**config.mk**
```make
export PLATFORM = sky130hd
export DESIGN_NAME = sb_cfg_pipe
export DESIGN_NICKNAME = d
export VERILOG_FILES = /design/src/rtl/sb_pkg.sv /design/src/rtl/sb_cfg_pipe_cfg_loader.sv /design/src/rtl/sb_cfg_pipe.sv
export SDC_FILE = /design/constraint.sdc
export NUM_CORES = 1
export LEC_CHECK = 0
export CAP_MARGIN = 25
export CORE_MARGIN = 4
export CORE_UTILIZATION = 57
export CTS_CLUSTER_SIZE = 30
export DETAILED_ROUTE_END_ITERATION = 6
export GPL_TIMING_DRIVEN = 0
export PLACE_DENSITY = 0.86
export SYNTH_ARGS = -nofsm -noshare
export SYNTH_HDL_FRONTEND = slang
export SYNTH_HIERARCHICAL = 1
export SYNTH_SLANG_ARGS = --single-unit
```
**constraint.sdc**
```tcl
create_clock -name clk -period 2 [get_ports clk]
set_input_delay 0.2 -clock clk [delete_from_list [all_inputs] [get_ports clk]]
set_output_delay 0.2 -clock clk [all_outputs]
set_load 0.01 [all_outputs]
```
**src/rtl/sb_pkg.sv**
```systemverilog
// sb_pkg: shared definitions for the sb_cfg_pipe switch-box tile.
//   - side indices in clockwise order (N, E, S, W)
//   - 2-bit select codes used by every output bit's mux
//   - configuration loader state encoding
//   - cfg_size(): length of the configuration image for a given track count
//     (two select bits per output bit on four sides, plus one mode bit per side)
package sb_pkg;

    localparam int SIDE_N = 0;
    localparam int SIDE_E = 1;
    localparam int SIDE_S = 2;
    localparam int SIDE_W = 3;

    localparam logic [1:0] SEL_ZERO = 2'd0;
    localparam logic [1:0] SEL_CW1  = 2'd1;
    localparam logic [1:0] SEL_CW2  = 2'd2;
    localparam logic [1:0] SEL_CW3  = 2'd3;

    typedef enum logic [2:0] {
        IDLE   = 3'd0,
        HDR    = 3'd1,
        LOAD   = 3'd2,
        COMMIT = 3'd3,
        SKIP   = 3'd4
    } loader_state_t;

    function automatic int cfg_size(input int chn_width);
        return 8 * chn_width + 4;
    endfunction

endpackage

```
**src/rtl/sb_cfg_pipe_cfg_loader.sv**
```systemverilog
// cfg_loader: serial configuration loader for one switch-box tile.
// A frame is a start strobe, an ID_WIDTH-bit header (MSB first) and, when the
// header matches ID, CFG_SIZE payload bits shifted into a shadow register.
// The shadow is copied into the active register in a single COMMIT cycle, so
// routing changes atomically. The three chain inputs are re-registered
// unconditionally so downstream tiles see every frame one cycle later.
// Ports:
//   clk, crst                 clock, synchronous active-high reset
//   cfg_in_start              frame start strobe (restarts the loader)
//   cfg_bit_in                serial data
//   cfg_bit_in_valid          qualifies cfg_bit_in
//   cfg_out_start/bit/valid   registered copies of the three chain inputs
//   cfg_done                  one-cycle pulse while active is being updated
//   active                    current configuration image
module cfg_loader
    import sb_pkg::*;
#(
    parameter int CFG_SIZE = 132,
    parameter int ID_WIDTH = 3,
    parameter int ID       = 7
) (
    input  logic                clk,
    input  logic                crst,
    input  logic                cfg_in_start,
    input  logic                cfg_bit_in,
    input  logic                cfg_bit_in_valid,
    output logic                cfg_out_start,
    output logic                cfg_bit_out,
    output logic                cfg_bit_out_valid,
    output logic                cfg_done,
    output logic [CFG_SIZE-1:0] active
);

    localparam int CNT_W = $clog2(CFG_SIZE + 1);
    localparam logic [CNT_W-1:0]    HDR_LAST  = CNT_W'(ID_WIDTH - 1);
    localparam logic [CNT_W-1:0]    LOAD_LAST = CNT_W'(CFG_SIZE - 1);
    localparam logic [ID_WIDTH-1:0] MY_ID     = ID_WIDTH'(ID);

    loader_state_t       state;
    loader_state_t       state_next;
    logic [CNT_W-1:0]    bit_cnt;
    logic [ID_WIDTH-1:0] id_sr;
    logic [ID_WIDTH-1:0] id_next;
    logic [CFG_SIZE-1:0] shadow;

    // Header value including the bit arriving this cycle, so the ID compare
    // can be made on the same edge that consumes the last header bit.
    assign id_next = ID_WIDTH'({id_sr, cfg_bit_in});

    always_ff @(posedge clk) begin
        if (crst) begin
            state <= IDLE;
        end else begin
            state <= state_next;
        end
    end

    // A start strobe overrides everything, including a pending COMMIT, so an
    // interrupted or superseded frame never reaches the active register.
    always_comb begin
        state_next = state;
        cfg_done   = 1'b0;
        if (cfg_in_start) begin
            state_next = HDR;
        end else begin
            case (state)
                IDLE: state_next = IDLE;
                HDR: begin
                    if (cfg_bit_in_valid && bit_cnt == HDR_LAST) begin
                        state_next = (id_next == MY_ID) ? LOAD : SKIP;
                    end
                end
                LOAD: begin
                    if (cfg_bit_in_valid && bit_cnt == LOAD_LAST) begin
                        state_next = COMMIT;
                    end
                end
                COMMIT: begin
                    cfg_done   = 1'b1;
                    state_next = IDLE;
                end
                SKIP:    state_next = SKIP;
                default: state_next = IDLE;
            endcase
        end
    end

    // The counter is cleared when the header completes so the payload count
    // starts from zero; in LOAD it stops at CFG_SIZE because the FSM leaves.
    always_ff @(posedge clk) begin
        if (crst) begin
            id_sr   <= '0;
            bit_cnt <= '0;
            shadow  <= '0;
            active  <= '0;
        end else if (cfg_in_start) begin
            id_sr   <= '0;
            bit_cnt <= '0;
            shadow  <= '0;
        end else begin
            case (state)
                HDR: begin
                    if (cfg_bit_in_valid) begin
                        id_sr   <= id_next;
                        bit_cnt <= (bit_cnt == HDR_LAST) ? '0 : bit_cnt + CNT_W'(1);
                    end
                end
                LOAD: begin
                    if (cfg_bit_in_valid) begin
                        shadow  <= {shadow[CFG_SIZE-2:0], cfg_bit_in};
                        bit_cnt <= bit_cnt + CNT_W'(1);
                    end
                end
                COMMIT: begin
                    active  <= shadow;
                    bit_cnt <= '0;
                end
                default: begin
                end
            endcase
        end
    end

    // Chain forwarding ignores the loader state entirely.
    always_ff @(posedge clk) begin
        if (crst) begin
            cfg_out_start     <= 1'b0;
            cfg_bit_out       <= 1'b0;
            cfg_bit_out_valid <= 1'b0;
        end else begin
            cfg_out_start     <= cfg_in_start;
            cfg_bit_out       <= cfg_bit_in;
            cfg_bit_out_valid <= cfg_bit_in_valid;
        end
    end

endmodule

```
**src/rtl/sb_cfg_pipe.sv**
```systemverilog
// sb_cfg_pipe: four-sided switch box with integrated serial config loader.
// Each output bit i of side s picks bit i of side (s+1)%4, (s+2)%4, (s+3)%4
// or constant 0, under a 2-bit select held in the active configuration.
// Each side can be registered (mode bit set) when REG_OUT_EN is nonzero.
// Ports:
//   clk, crst                                clock, sync active-high reset
//   north_in/east_in/south_in/west_in        side inputs
//   north_out/east_out/south_out/west_out    side outputs
//   cfg_in_start, cfg_bit_in, cfg_bit_in_valid      config chain inputs
//   cfg_out_start, cfg_bit_out, cfg_bit_out_valid   config chain outputs
//   cfg_done                                 pulse when active config updates
module sb_cfg_pipe
    import sb_pkg::*;
#(
    parameter int CHN_WIDTH  = 16,
    parameter int ID_WIDTH   = 3,
    parameter int ID         = 7,
    parameter int REG_OUT_EN = 1
) (
    input  logic                 clk,
    input  logic                 crst,
    input  logic [CHN_WIDTH-1:0] north_in,
    input  logic [CHN_WIDTH-1:0] east_in,
    input  logic [CHN_WIDTH-1:0] south_in,
    input  logic [CHN_WIDTH-1:0] west_in,
    output logic [CHN_WIDTH-1:0] north_out,
    output logic [CHN_WIDTH-1:0] east_out,
    output logic [CHN_WIDTH-1:0] south_out,
    output logic [CHN_WIDTH-1:0] west_out,
    input  logic                 cfg_in_start,
    input  logic                 cfg_bit_in,
    input  logic                 cfg_bit_in_valid,
    output logic                 cfg_out_start,
    output logic                 cfg_bit_out,
    output logic                 cfg_bit_out_valid,
    output logic                 cfg_done
);

    localparam int CFG_SIZE = cfg_size(CHN_WIDTH);
    localparam int MODE_LSB = 8 * CHN_WIDTH;

    logic [CFG_SIZE-1:0]              active;
    logic [3:0][CHN_WIDTH-1:0]        side_in;
    logic [3:0][CHN_WIDTH-1:0]        mux_out;
    logic [3:0][CHN_WIDTH-1:0]        side_out;

    assign side_in[SIDE_N] = north_in;
    assign side_in[SIDE_E] = east_in;
    assign side_in[SIDE_S] = south_in;
    assign side_in[SIDE_W] = west_in;

    assign north_out = side_out[SIDE_N];
    assign east_out  = side_out[SIDE_E];
    assign south_out = side_out[SIDE_S];
    assign west_out  = side_out[SIDE_W];

    cfg_loader #(
        .CFG_SIZE (CFG_SIZE),
        .ID_WIDTH (ID_WIDTH),
        .ID       (ID)
    ) u_loader (
        .clk               (clk),
        .crst              (crst),
        .cfg_in_start      (cfg_in_start),
        .cfg_bit_in        (cfg_bit_in),
        .cfg_bit_in_valid  (cfg_bit_in_valid),
        .cfg_out_start     (cfg_out_start),
        .cfg_bit_out       (cfg_bit_out),
        .cfg_bit_out_valid (cfg_bit_out_valid),
        .cfg_done          (cfg_done),
        .active            (active)
    );

    // One 4:1 mux per output bit; the source sides are fixed per output side
    // because the select codes count clockwise from the output side.
    for (genvar s = 0; s < 4; s++) begin : g_side
        for (genvar i = 0; i < CHN_WIDTH; i++) begin : g_bit
            logic [1:0] sel;
            logic       bit_val;

            assign sel = active[2*CHN_WIDTH*s + 2*i +: 2];

            always_comb begin
                bit_val = 1'b0;
                case (sel)
                    SEL_ZERO: bit_val = 1'b0;
                    SEL_CW1:  bit_val = side_in[(s+1)%4][i];
                    SEL_CW2:  bit_val = side_in[(s+2)%4][i];
                    SEL_CW3:  bit_val = side_in[(s+3)%4][i];
                    default:  bit_val = 1'b0;
                endcase
            end

            assign mux_out[s][i] = bit_val;
        end
    end

    // The output flops track the mux every cycle regardless of mode, so a
    // switch into registered mode shows last cycle's mux value immediately.
    if (REG_OUT_EN != 0) begin : g_reg
        logic [3:0][CHN_WIDTH-1:0] out_q;

        always_ff @(posedge clk) begin
            if (crst) begin
                out_q <= '0;
            end else begin
                out_q <= mux_out;
            end
        end

        for (genvar r = 0; r < 4; r++) begin : g_sel
            assign side_out[r] = active[MODE_LSB + r] ? out_q[r] : mux_out[r];
        end
    end else begin : g_comb
        logic unused_mode;
        assign unused_mode = ^active[MODE_LSB +: 4];
        assign side_out    = mux_out;
    end

endmodule

```
=== Word-level counts from Yosys, hierarchy flattened ===
Cells that the tools add are included.

* Bits in registers: 344
* Input bits: 69
* Word-level logic and storage cells: 373

* Add/subtract/negate cells: 1
* Equality and inequality tests: 205
* Muxes and demuxes: 79
* Bitwise logic cells: 1
* Reduce and logical (&&, ||, !) cells: 74

{| class="wikitable"
|+ Operators by type and width
! kind !! number
|-
| 2-bit equality test (second input constant) || 128
|-
| 1-bit case mux with 4 select lines || 64
|-
| 2-bit by 1-bit equality test with 1-bit output (second input constant) || 64
|-
| 2-bit logical NOT || 64
|-
| 16-bit two-way mux || 4
|-
| 8-bit two-way mux || 3
|-
| 8-bit case mux with 3 select lines || 1
|-
| 2-bit AND reduction || 5
|-
| 3-bit two-way mux || 3
|-
| 3-bit case mux with 3 select lines || 1
|-
| 8-bit by 1-bit adder with 8-bit output (second input constant) || 1
|-
| 8-bit by 2-bit equality test with 1-bit output (second input constant) || 1
|-
| 8-bit equality test (second input constant) || 1
|-
| 3-bit by 2-bit equality test with 1-bit output (second input constant) || 2
|-
| 3-bit equality test (second input constant) || 2
|-
| 3-bit by 2-bit != test with 1-bit output (second input constant) || 2
|-
| 2-bit by 1-bit != test with 1-bit output (second input constant) || 2
|-
| 2-bit != test (second input constant) || 2
|-
| 3-bit by 1-bit equality test with 1-bit output (second input constant) || 1
|-
| 1-bit two-way mux || 3
|-
| 3-bit AND reduction || 1
|-
| 3-bit nonzero test || 1
|-
| 1-bit logical AND || 2
|-
| 2-bit OR reduction || 1
|-
| 1-bit NOT || 1
|}

=== Depth between registers and ports, before layout ===
Gate-level depths: netlist of the first run.

* Depth after elaboration: 5
* Mapped depth: 8

=== Cells and area by module ===
The synthesis of the first run kept the hierarchy.

{| class="wikitable"
|+ By module, submodules not included
! module !! times used !! cells an instance !! area each (sq um) !! seq. area each (sq um)
|-
| cfg_loader || 1 || 1231 || 9853.2 || 5605.4
|-
| sb_cfg_pipe || 1 || 419 || 4231.6 || 1281.2
|}

=== Worst setup path before layout of the first run ===
Ideal clock, no wire load.

* Path type: register -> register
* Start point: reg u_loader.state[1]
* End point: reg u_loader.shadow[51]
* Setup time: 0.132 ns
* Arrival time: 1.477 ns
* Required time: 1.868 ns
* Path slack: 0.391 ns
* Stages on the path, launching flop included: 8
* Period minus slack after synthesis: 1.609 ns
* Path through: dfxtp_1 -> nand2b_1 -> or3b_2 -> clkbuf_1 -> buf_6 -> buf_6 -> nand2_1 -> a21oi_1

* Longest elaborated chain between the ends: 2

{| class="wikitable"
|+ Ends and longest elaborated chain
! what !! line !! source
|-
| start, declared || sb_cfg_pipe_cfg_loader.sv:39 || <nowiki>loader_state_t state;</nowiki>
|-
| start signal, assigned || sb_cfg_pipe_cfg_loader.sv:54 || <nowiki>state <= state_next;</nowiki>
|-
| 3-bit by 2-bit equality test with 1-bit output || sb_cfg_pipe_cfg_loader.sv:101 || <nowiki>case (state)</nowiki>
|-
| 2-bit AND reduction (no line) || n/a ||
|-
| end signal, assigned || sb_cfg_pipe_cfg_loader.sv:110 || <nowiki>shadow <= {shadow[CFG_SIZE-2:0], cfg_bit_in};</nowiki>
|-
| end, declared || sb_cfg_pipe_cfg_loader.sv:44 || <nowiki>logic [CFG_SIZE-1:0] shadow;</nowiki>
|}

No other way between the ends.
A chain may end at the register's enable or synchronous reset.

=== Worst setup path after layout of the first run ===
* Start point: reg u_loader.state[0]
* End point: out cfg_done

* Longest elaborated chain between the ends: 3

{| class="wikitable"
|+ Ends and longest elaborated chain
! what !! line !! source
|-
| 3-bit by 2-bit equality test with 1-bit output || sb_cfg_pipe_cfg_loader.sv:66 || <nowiki>case (state)</nowiki>
|-
| 1-bit two-way mux || sb_cfg_pipe_cfg_loader.sv:66 ||
|-
| 1-bit two-way mux || sb_cfg_pipe_cfg_loader.sv:63 || <nowiki>if (cfg_in_start) begin</nowiki>
|-
| end, declared || sb_cfg_pipe.sv:36 || <nowiki>output logic cfg_done</nowiki>
|}

No other way between the ends.

==> impl_metrics.yaml, run 1 <==
clock_network:
  clockBufferDepth: 3
  cts_tree: "yes"
  cts_htree_levels: 2
  cts_buffers: 35
  cts.sinks: 344
  clk_pin_slew_ns: 0.07
  clk_latency_ns: 0.52
  root_buffer: "clkbuf_16"
logic_synthesis:
  synth.most_common_cell: "nand2_1"
  synth_top_area_share_pct: 48.9
  synthArstFlopShare_pct: 0
  synth_area_leaders: "dfxtp_1 49%, nand2_1 16%, a21oi_1 10%"
  dominantRegCellSynth: "dfxtp_1"
  syn_nets: 1721
  synth_cell_types: 39
  synth-edff-count: 0
  synth.avg_cell_area_um2: 8.54
  syn_inst: 1650
  synth_warnings: 6
  syn_area_um2: 14100
  ys_seq_area_share_pct: 48.9
  synth_commonest_cells: "598 x nand2_1, 344 x dfxtp_1, 286 x a21oi_1"
  synth_largest_area_cell: "dfxtp_1"
  ys_ff_latch: 344
timing:
  fin_skew_ns: 0.0131
  finalCritPeriodShare_pct: 106
  max_freq_mhz: 472
  fin_crit_ns: 2.12
  setup_ws_ns: -0.120
  hold_viol: 0
  setup_viol: 9
  slew_viol_final: 0
  rsz0062_at_grt: "yes"
  setup_tns_ns: -0.157
  tightest_slew_ns: 0.785
  whs_ns: 0.436
  max-slew-margin-rel_pct: 47.7
cells_and_area:
  drive_above_1_share_pct: 15.8
  nets: 1914
  design_area_um2: 17300
  area_growth_pct: 23.2
  fill_cells: 1766
  antenna_cells: 0
routing:
  drt_iter0_markers: 1300
  vias: 12661
  wl_per_cell_um: 19.3
  drt_wl_total_um: 42300
  drtAntennaViolNets: 0
  drt-pass1-iter-count: 6
  via_per_inst: 5.78
  drc: 0
placed_design:
  post-place-ws_ns: -0.694
  dp_hpwl_um: 29000
  port_buffers: 136
  routabilityCongestion: 0.922
  place_area_um2: 15900
critical_path:
  crit_fanout: 10
  r2r-start: "u_loader/state[0]"
  path_class: "reg2out"
  worstSetupStartpoint: "u_loader/state[0]"
  worstPathArrival_ns: 1.92
  start_kind: "register"
  r2r_cells: 7
  crit_end: "cfg_done"
  r2r_slack_ns: 0.08
  end_kind: "output pin"
  worstPathRequired_ns: 1.80
  rr_endpoint: "u_loader/active[66]"
die:
  num_io_pins: 137
  coreArea_um2: 24300
  row_count: 57
  start_util_pct: 57.9
  die_w_um: 165
  fp.dieArea_um2: 27300
  die_y_um: 165
min_path:
  worst_hold_path_type: "in2reg"
global_route:
  antenna_found_initial: 1
  grt_max_degree: 15
  track_usage_pct: 29.7
  grt.overflow.total: 0
  grt_pass1_wl_um: 63400
  grt_pass1_vias: 11989
outcome:
  status: "complete, but fails checks"
  violations: "negative setup slack"
power:
  power_leakage_nw: 5.95
  ir_worst_vdd_mv: 0.585
  power_density_nw_per_um2: 806
flow_run:
  max_cap_violations: 0
==> kinds of logic after synthesis <==
| group | synth area share (%) |
|---|---|
| compound gates | 12.2 |
| mux | 12.1 |
| fa+ha+maj | 0.249 |
| flops | 48.9 |
| simple gates | 21.6 |
| buf+inv | 4.65 |
| xor+xnor | 0.373 |
==> per-layer routing <==
| metal | vias up | track usage [%] | routed length, um |
|---|---|---|---|
| met2 | 713 | 49.4 | 19400 |
| met4 | 0 | 10.5 | 1720 |
| met3 | 137 | 5.58 | 4180 |
| li1 | 5858 | - | - |
| met5 | - | 0 | 0 |
| met1 | 5953 | 38.8 | 17000 |
==> worst min-delay path by stage <==
stage                                     from                endpoint  slack [ns]  depth (start not counted)
final                               cfg_bit_in      u_loader/shadow[0]        0.44                          3
after global routing              cfg_in_start  u_loader/cfg_out_start        0.44                          2
after CTS                         cfg_in_start  u_loader/cfg_out_start        0.41                          2
after detailed placement   u_loader/shadow[14]     u_loader/shadow[15]        0.46                          2
after global placement    u_loader/shadow[131]    u_loader/active[131]        0.44                          2
after floorplan                     cfg_bit_in    u_loader/cfg_bit_out        0.33                          1
==> state kept, by name (all words and copies together), names as in the netlist <==
signal,cells
u_loader/active,132
u_loader/shadow,132
u_loader/cfg_bit_out_valid,1
g_reg.out_q,64
u_loader/state,3
u_loader/bit_cnt,8
u_loader/id_sr,2
u_loader/cfg_bit_out,1
u_loader/cfg_out_start,1
==> timing repair <==
item / in CTS / in global routing
resized for setup: 137 / 74
pin swaps: 1 / 2
hold buffers: 0 / 0
endpoints found under the setup margin: 256 / 185
gates cloned: 0 / 1
buffers inserted: 11 / 9
==> critical path: stages (launching register included) <==
cell	delay [ns]
dfxtp_1	0.35
buf_6	0.14
or3b_4	0.38
buf_6	0.16
inv_8	0.09
buf_8	0.14
buf_4	0.13
==> cell usage in the layout, fill, tap and decap left out, types with 14 or more instances in the layout <==
| cell type | netlist | layout |
|---|---|---|
| dlygate4sd2_1 | 0 | 31 |
| a21oi_1 | 286 | 286 |
| and2_4 | 18 | 18 |
| nor2b_1 | 51 | 51 |
| buf_4 | 0 | 19 |
| nand2_1 | 598 | 598 |
| buf_6 | 21 | 24 |
| dfxtp_1 | 344 | 294 |
| mux2_2 | 22 | 21 |
| o31ai_2 | 18 | 14 |
| buf_2 | 34 | 30 |
| clkbuf_16 | 0 | 38 |
| dfxtp_2 | 0 | 41 |
| mux2i_1 | 110 | 105 |
| nor3_1 | 20 | 20 |
| clkdlybuf4s50_1 | 0 | 71 |
| clkbuf_1 | 49 | 53 |
| mux2_4 | 24 | 25 |
| clkdlybuf4s15_1 | 0 | 18 |
==> metrics by stage <==
stage | utilization, % | power (mW) | instances
finish | 71.3 | 14.0 | 2191
global route | 71.3 | 14.3 | 2191
CTS | 70.7 | 14.0 | 2182
detailed placement | 65.2 | 7.47 | 2110
global placement | 65.2 | 7.46 | 2110
floorplan | - | 7.17 | 1650
==> final cells by class <==
cell class / instances / area [um2] / area share, %
plain buffers: 106 / 691 / 3.98
multi-input cells: 1197 / 6620 / 38.2
well taps: 324 / 405 / 2.34
repair buffers: 157 / 1480 / 8.51
clock buffers: 53 / 1080 / 6.20
flip-flops and latches: 344 / 6970 / 40.2
clock inverters: 8 / 92.6 / 0.534
inverters: 2 / 15.0 / 0.0865
==> report_power, final <==
group | total [mW] | internal, mW | switching (mW) | leakage, nW
Sequential | 6.85 | 6.84 | 0.00423 | 2.80
Combinational | 0.487 | 0.185 | 0.302 | 2.57
Clock | 6.65 | 3.97 | 2.68 | 0.577
Power figures use the tool's default switching activity.
==> run 2: changes to the inputs <==
RECOVER_POWER = 100   (was not set)
==> impl_metrics.yaml, run 2 (synthesis results as in run 1) <==
global_route:
  grt.overflow.total: 0
  grt_pass1_vias: 11989
  grt_pass1_wl_um: 63400
  antenna_found_initial: 1
  grt_max_degree: 15
  track_usage_pct: 29.7
cells_and_area:
  fill_cells: 1770
  final_common_cell: "nand2_1"
  nets: 1914
  utilization_pct: 71.3
  area_growth_pct: 23.1
  layout_common_cells: "598 x nand2_1, 298 x dfxtp_1, 286 x a21oi_1"
  top_regs: "u_loader/active (132), u_loader/shadow (132), g_reg.out_q (64)"
  drive_above_1_share_pct: 15.3
  antenna_cells: 0
routing:
  drt-pass1-iter-count: 6
  drt_iter0_markers: 1328
  drtAntennaViolNets: 0
  drc: 0
  vias: 12651
  drt_wl_total_um: 42300
  wl_per_cell_um: 19.3
  via_per_inst: 5.77
die:
  die_w_um: 165
  coreArea_um2: 24300
  fp.dieArea_um2: 27300
  start_util_pct: 57.9
  row_count: 57
  die_y_um: 165
  num_io_pins: 137
clock_network:
  cts_hold_buf: 0
  clk_pin_slew_ns: 0.07
  clk_latency_ns: 0.52
  root_buffer: "clkbuf_16"
  clockBufferDepth: 3
  cts.sinks: 344
  cts_buffers: 35
  cts_htree_levels: 2
  cts_tree: "yes"
timing:
  max_freq_mhz: 471
  whs_ns: 0.435
  finalCritPeriodShare_pct: 106
  slew_viol_final: 0
  fin_skew_ns: 0.0122
  tightest_slew_ns: 0.834
  setup_ws_ns: -0.121
  max-slew-margin-rel_pct: 44.4
  setup_viol: 32
  rsz0062_at_grt: "yes"
  setup_tns_ns: -1.78
  hold_viol: 0
  fin_crit_ns: 2.12
critical_path:
  r2r-start: "u_loader/state[0]"
  worstSetupStartpoint: "u_loader/state[0]"
  crit_top_cell: "buf_6"
  start_kind: "register"
  end_kind: "output pin"
  crit_fanout: 10
  crit_path_top_delay_cell: "or3b_4"
  cp_cell_sequence: "buf_6 -> or3b_4 -> buf_6 -> inv_8 -> buf_8 -> buf_4"
  max_stage_delay_ns: 0.38
  worstPathArrival_ns: 1.92
  path_class: "reg2out"
  path_buf_inv: 5
  critPathTopFamily: "buffers and inverters"
  worstPathRequired_ns: 1.80
min_path:
  worst_hold_path_type: "in2reg"
  min_from: "cfg_bit_in"
power:
  finalPower_mw: 14.0
  power_density_nw_per_um2: 806
  power_leakage_nw: 5.94
  ir_worst_vdd_mv: 0.585
flow_run:
  max_cap_violations: 0
placed_design:
  routabilityCongestion: 0.922
  dp_hpwl_um: 29000
  port_buffers: 136
outcome:
  status: "complete, but fails checks"
  violations: "negative setup slack"
run 2: cell types whose count changed in the layout (fill, tap and decap cells not counted):
cell	before	now
dfxtp_2	41	38
clkdlybuf4s50_1	71	67
buf_2	30	23
clkbuf_2	12	13
dfxtp_1	294	298
clkbuf_1	53	59
dlygate4sd3_1	0	4
dfxtp_4	9	8
run 2: what timing repair did:
action / 4_1_cts / 5_1_grt
cloned: 0 / 1
pin swaps: 1 / 2
resized for setup: 137 / 74
setup buffers: 11 / 9
hold endpoints to repair: 0 / 0
endpoints found under the setup margin: 256 / 185
run 2: report_power, final:
part           total (mW)  switching (mW)  internal, mW
Combinational       0.483           0.302         0.182
Sequential           6.85         0.00406          6.84
Clock                6.64            2.68          3.97
Total                14.0            2.98          11.0
run 2: final cells by class:
type | instances | area [um2] | share of cell area, %
Inverter | 2 | 15.0 | 0.0866
Sequential cell | 344 | 6960 | 40.2
Clock buffer | 53 | 1080 | 6.21
Multi-Input combinational cell | 1197 | 6620 | 38.2
Tap cell | 324 | 405 | 2.34
Timing Repair Buffer | 157 | 1480 | 8.52
Buffer | 106 | 683 | 3.94
Clock inverter | 8 | 92.6 | 0.534
run 2: final timing paths:
kind                            slack (ns)  cells after the start                   end
worst min-delay path                  0.43                      3    u_loader/shadow[0]
worst max register to register        0.06                      7   u_loader/active[66]
worst max-delay path                 -0.12                      6              cfg_done
worst min register to register        0.46                      2  u_loader/active[131]
run 2: layer usage:
| layer | routed length (um) | track usage [%] | vias to the layer above |
|---|---|---|---|
| li1 | - | - | 5860 |
| met1 | 17200 | 38.8 | 5914 |
| met2 | 19300 | 49.4 | 736 |
| met3 | 4070 | 5.58 | 141 |
| met4 | 1760 | 10.5 | 0 |
| met5 | 0 | 0 | - |
run 2: metrics by stage:
step,instance area [um2],setup slack [ns],cells
3_3_place_gp,15900,-0.657,2110
4_1_cts,17200,-0.126,2182
6_report,17300,-0.121,2191
5_1_grt,17300,-0.150,2191
3_5_place_dp,15900,-0.694,2110
2_1_floorplan,14100,0.391,1650
run 2: worst register-to-register path: cells and delay by family, from the launching register on:
| kind | cells | cell delay [ns] |
|---|---|---|
| and+or+nand+nor | 2 | 0.51 |
| DFF | 1 | 0.35 |
| AOI/OAI and AO/OA | 1 | 0.09 |
| buffers and inverters | 4 | 0.85 |
